--- src/rtl/tick_timer.sv ---
// tick_timer: counts rising edges of a prescaler terminal-count pulse down
// from a latched period. Supports one-shot and periodic modes, and provides
// an expiry pulse, a sticky irq flag and a sticky overrun flag.
module tick_timer #(
    parameter int unsigned WIDTH = 16
) (
    input  logic             clk,
    input  logic             reset,
    input  logic             tick_in,
    input  logic             start,
    input  logic             stop,
    input  logic             mode,
    input  logic [WIDTH-1:0] period,
    input  logic             irq_ack,
    output logic [WIDTH-1:0] count,
    output logic             busy,
    output logic             expired,
    output logic             irq,
    output logic             overrun
);

    localparam logic [0:0] ST_IDLE = 1'b0;
    localparam logic [0:0] ST_RUN  = 1'b1;

    localparam logic [WIDTH-1:0] ONE = {{(WIDTH-1){1'b0}}, 1'b1};

    logic [0:0]       r_state;
    logic [WIDTH-1:0] r_count;
    logic [WIDTH-1:0] r_period;
    logic             r_mode;
    logic             r_tick_prev;
    logic             r_busy;
    logic             r_expired;
    logic             r_irq;
    logic             r_overrun;

    logic [0:0]       w_state_nxt;
    logic [WIDTH-1:0] w_count_nxt;
    logic [WIDTH-1:0] w_period_nxt;
    logic             w_mode_nxt;
    logic             w_expire;
    logic             w_irq_nxt;
    logic             w_overrun_nxt;
    logic             w_tick;
    logic             w_load;

    // A held-high tick_in counts only on its first cycle.
    assign w_tick = tick_in & ~r_tick_prev;
    // A start counts only when stop is low and the period is non-zero.
    assign w_load = start & ~stop & (period != '0);

    // Next-state, counter and latched-configuration logic.
    always_comb begin
        w_state_nxt  = r_state;
        w_count_nxt  = r_count;
        w_period_nxt = r_period;
        w_mode_nxt   = r_mode;
        w_expire     = 1'b0;
        case (r_state)
            ST_IDLE: begin
                if (w_load) begin
                    w_state_nxt  = ST_RUN;
                    w_count_nxt  = period;
                    w_period_nxt = period;
                    w_mode_nxt   = mode;
                end
            end
            ST_RUN: begin
                if (stop) begin
                    w_state_nxt = ST_IDLE;
                    w_count_nxt = '0;
                end else if (w_load) begin
                    // Restart overrides a same-cycle tick, so no expiry here.
                    w_count_nxt  = period;
                    w_period_nxt = period;
                    w_mode_nxt   = mode;
                end else if (w_tick) begin
                    if (r_count == ONE) begin
                        w_expire = 1'b1;
                        if (r_mode) begin
                            w_count_nxt = r_period;
                        end else begin
                            w_state_nxt = ST_IDLE;
                            w_count_nxt = '0;
                        end
                    end else if (r_count != '0) begin
                        w_count_nxt = r_count - ONE;
                    end
                end
            end
            default: begin
                w_state_nxt = ST_IDLE;
                w_count_nxt = '0;
            end
        endcase
    end

    // Sticky flags: an expiry sets irq even when acknowledged in the same cycle.
    always_comb begin
        w_irq_nxt     = r_irq;
        w_overrun_nxt = r_overrun;
        if (w_expire) begin
            w_irq_nxt = 1'b1;
            if (irq_ack) begin
                w_overrun_nxt = 1'b0;
            end else if (r_irq) begin
                w_overrun_nxt = 1'b1;
            end
        end else if (irq_ack) begin
            w_irq_nxt     = 1'b0;
            w_overrun_nxt = 1'b0;
        end
    end

    // State, counter, configuration and output registers.
    always_ff @(posedge clk or negedge reset) begin
        if (!reset) begin
            r_state     <= ST_IDLE;
            r_count     <= '0;
            r_period    <= '0;
            r_mode      <= 1'b0;
            r_tick_prev <= 1'b0;
            r_busy      <= 1'b0;
            r_expired   <= 1'b0;
            r_irq       <= 1'b0;
            r_overrun   <= 1'b0;
        end else begin
            r_state     <= w_state_nxt;
            r_count     <= w_count_nxt;
            r_period    <= w_period_nxt;
            r_mode      <= w_mode_nxt;
            r_tick_prev <= tick_in;
            r_busy      <= (w_state_nxt == ST_RUN);
            r_expired   <= w_expire;
            r_irq       <= w_irq_nxt;
            r_overrun   <= w_overrun_nxt;
        end
    end

    assign count   = r_count;
    assign busy    = r_busy;
    assign expired = r_expired;
    assign irq     = r_irq;
    assign overrun = r_overrun;

endmodule

--- config.mk ---
export PLATFORM = sky130hd
export DESIGN_NAME = tick_timer
export DESIGN_NICKNAME = d
export VERILOG_FILES = /design/src/rtl/tick_timer.sv
export SDC_FILE = /design/constraint.sdc
export NUM_CORES = 1
export LEC_CHECK = 0
export ABC_CLOCK_PERIOD_IN_PS = 3500
export BUFFER_PORTS_ARGS = -buffer_cell sky130_fd_sc_hd__buf_2
export CELL_PAD_IN_SITES_DETAIL_PLACEMENT = 0
export CELL_PAD_IN_SITES_GLOBAL_PLACEMENT = 1
export CORE_UTILIZATION = 40
export CTS_CLUSTER_DIAMETER = 50
export CTS_CLUSTER_SIZE = 14
export DETAILED_ROUTE_END_ITERATION = 12
export GPL_TIMING_DRIVEN = 0
export PLACE_DENSITY = 0.84
export SETUP_SLACK_MARGIN = 0.02
export SLEW_MARGIN = 15
export SYNTH_ARGS = -nofsm -noshare
export SYNTH_HDL_FRONTEND = slang
export SYNTH_SLANG_ARGS = --single-unit
--- constraint.sdc ---
create_clock -name clk -period 3.5 [get_ports clk]
set_clock_uncertainty 0.1 [all_clocks]
set_input_delay 0.7 -clock clk [delete_from_list [all_inputs] [get_ports clk]]
set_output_delay 0.7 -clock clk [all_outputs]
set_load 0.005 [all_outputs]
==> key figures <==
Route
  • Post-Route WL: ~6300 um
  • # DRC: 0
  • ANT nets after route: 0
  • DRT iter0 DRCs: around 170
  • Via count: around 2200
  • Via/cell ratio: ~5.5
  • Routed WL per cell: 16.1 um
  • Drt pass-1 iters: 5

Synthesis
  • Flop and latch count out of synthesis: 38
  • Main combinational cell family by area after synthesis: simple AND/OR/NAND/NOR gates
  • Warnings, synthesis: 0
  • Asr flop ratio synth: 1.00
  • Cells after synthesis: roughly 270
  • Seq/Total Area, Yosys: 0.438
  • Mapped Nets: 297
  • Count of different cell masters after synthesis: 40
  • XOR/XNOR share of the synthesized area: 0.0403
  • Top cells by count, synth: 80 x nand2_1, 38 x dfrtp_1, 29 x nor2_1
  • Synthesized area per cell: roughly 8 um^2
  • Synth top area cells: dfrtp_1 44%, nand2_1 14%, nor2_1 5.0%
  • Mux share of post-synthesis cell area: 0.00922
  • Top cell type's share of synthesized area: 0.438
  • Main synth FF type: dfrtp_1
  • Post-synth EDFFs: 0
  • Complex-gate fraction of the synthesized area: 0.148
  • Synth Area in Simple Gates: 0.310
  • Cell taking the most area after synthesis: dfrtp_1
  • Most common cell in the netlist: nand2_1
  • Cell area after synthesis: approximately 2200 um^2
  • Post-Synth Adder-Cell Area: 0.0115

Worst setup path
  • Critical Path Sink Type: flip-flop
  • CP max-delay cell: dfrtp_1
  • Largest stage delay, worst path: approximately 0.44 ns
  • CP bufs+invs: 3
  • CP top delay family: simple AND/OR/NAND/NOR gates
  • Cell repeated most along the worst path: clkbuf_1
  • Reg-to-reg startpoint: count[0]
  • Crit-path max FO: 10
  • Worst path cell trace: inv_1 > ha_1 > or3b_2 > clkbuf_1 > nor3_1 > a31o_2 > nand2_1 > clkbuf_1 > nor2_1 > a31oi_1
  • WS Path Type: reg2reg
  • Crit path DAT: ~3.0 ns
  • CP Launch Type: flip-flop
  • CP Launch Point: count[0]
  • Required @ worst endpoint: 3.54 ns

STA
  • Worst slew margin: 0.411
  • Final Max Slew Viols: 0
  • Final Hold Fails: 0
  • Maximum clock rate: 0.334 GHz
  • Final-report setup violation count: 0
  • Worst-Margin Slew: approximately 0.88 ns
  • Crit share post-route: 0.855
  • Fin Hold WS: roughly 0.38 ns
  • Post-route setup slack: ~0.51 ns
  • RSZ-0062 raised after global routing: false
  • Period minus WS final: around 3.0 ns
  • Sum of negative setup slack: 0 ns

Placed design
  • PortBufs: 42
  • Post-DP HPWL: between 4000 and 5000 um
  • Place WS: slightly below 0.5 ns
  • Routability Congestion: 0.833

Floorplanning
  • Starting density of the core: 0.420
  • CORE AREA: between 5000 and 6000 um^2
  • IO Pins: 43
  • Die width: 75.7 um
  • Die ar.: 5730 um^2
  • Die Y-Extent: about 76 um
  • Row cnt: 26

Final layout
  • Ant. Diodes: 0
  • Nets: roughly 350
  • Finished Core Util: 0.493
  • Share of layout cells above drive strength 1: 0.181
  • Layout area overhead: 17.5%

Clock network
  • Htree depth: 2
  • Worst-path clk slew: 0.08 ns
  • Root Buffer: clkbuf_8
  • Latest clock arrival within the worst-skew pair: ~0.3 ns
  • Cts hold-fix bufs: 0
  • Clock buffer depth: 2
  • Clock sink total: 38
  • Total CTS buffers: 5
  • CTS resizes: 0
  • CTS tree: done
  • Post-CTS setup buffer count: 0

Hold path
  • Hold Path Origin: r_period[11]
  • Class of the worst hold path: reg2reg

Pwr
  • Leakage: 0.00119 uW
  • Peak supply drop: roughly 0.17 mV
  • Total Power: 1130 uW
  • Pwr Density: between 400 and 500 nW/um^2

Outcome
  • Run status: finished clean

GRT
  • Largest net degree at the start of global routing: 39
  • GRT Total Usage: 0.242
  • Number of global-route vias before repair: around 2000
  • Initial antenna violation count: 0
  • Global-route wire length before repair: 9980 um
  • GRT Residual Overflow: 0

Job
  • Max-cap check violation count: 0
## layout by cell type, fill, tap and decap left out, drive strengths merged
| cell | synthesis | final |
|---|---|---|
| nand2 | 80 | 80 |
| buf | 4 | 46 |
| dfrtp | 38 | 38 |
| nor2 | 29 | 29 |
| clkbuf | 13 | 19 |
| o21ai | 14 | 14 |
| a21oi | 9 | 9 |
| a31oi | 9 | 9 |
| nor4 | 8 | 8 |
| xnor2 | 8 | 8 |
| nand2b | 6 | 6 |
| nor3 | 6 | 6 |
| inv | 5 | 5 |
| or4 | 5 | 5 |
| and3 | 4 | 4 |
| or3 | 4 | 4 |
| a22oi | 3 | 3 |
| o211ai | 3 | 3 |
| nand4 | 2 | 2 |
| mux2i | 2 | 2 |
| a311oi | 2 | 2 |
| a32oi | 2 | 2 |
| xor2 | 2 | 2 |
| ha | 2 | 2 |
| a41oi | 1 | 1 |
| and4 | 1 | 1 |
| nor2b | 1 | 1 |
| or3b | 1 | 1 |
| a31o | 1 | 1 |
| a21o | 1 | 1 |
| o41ai | 1 | 1 |
| or4b | 1 | 1 |
| o311a | 1 | 1 |
| o21a | 1 | 1 |
| a32o | 1 | 1 |
| o31ai | 1 | 1 |
## stage by stage
stage	cell area, um^2	cells
CTS	2550	390
detailed placement	2470	384
global route	2550	390
floorplan	2170	272
finish	2550	390
global placement	2470	384
## cells by family after synthesis
group                    after synthesis
XOR/XNOR                              10
buffers and inverters                 22
AND/OR/NAND/NOR                      148
multiplexers                           2
adder cells (fa/ha/maj)                2
flip-flops                            38
AO/OA/AOI/OAI                         50
## layer usage
| metal | up-vias | part of all wire | global-route usage |
|---|---|---|---|
| met5 | - | 0 | 0 |
| met4 | 0 | 0.013 | 0.0679 |
| met3 | 8 | 0.076 | 0.0542 |
| met2 | 84 | 0.46 | 0.383 |
| met1 | 1026 | 0.45 | 0.334 |
| li1 | 1033 | - | - |
## registers in the layout, summed over array words and instances (netlist names)
register     flops
overrun          1
r_tick_prev      1
irq              1
busy             1
r_mode           1
count           16
r_period        16
expired          1
## path summary, 6_finish.rpt
| kind | depth (start not counted) | end | slack (ns) |
|---|---|---|---|
| worst max-delay path | 10 | count[10] | 0.51 |
| worst min-delay path | 2 | r_period[11] | 0.38 |
| worst max register to register | 10 | count[10] | 0.51 |
| worst min register to register | 2 | r_period[11] | 0.38 |
| max in group asynchronous | 1 | count[10] | 2.32 |
| min in group asynchronous | 1 | r_tick_prev | 0.42 |
## power breakdown
group | internal (uW) | switching (uW)
registers | 496 | 62.9
clock network | 152 | 158
logic | 112 | 153
total | 761 | 374
## layout make-up
| type | count | area [um^2] |
|---|---|---|
| Sequential cell | 38 | 951 |
| Timing Repair Buffer | 42 | 210 |
| Fill cell | 536 | 2620 |
| Buffer | 17 | 75.1 |
| Clock buffer | 6 | 82.6 |
| Inverter | 5 | 18.8 |
| Tap cell | 70 | 87.6 |
| Multi-Input combinational cell | 212 | 1130 |
## worst min-delay path: stages (launching register included)
cell and delay (ns):
dfrtp_1 0.34, nand2_1 0.05, nand2_1 0.05
No activity file was read; power rests on OpenSTA's default activity.
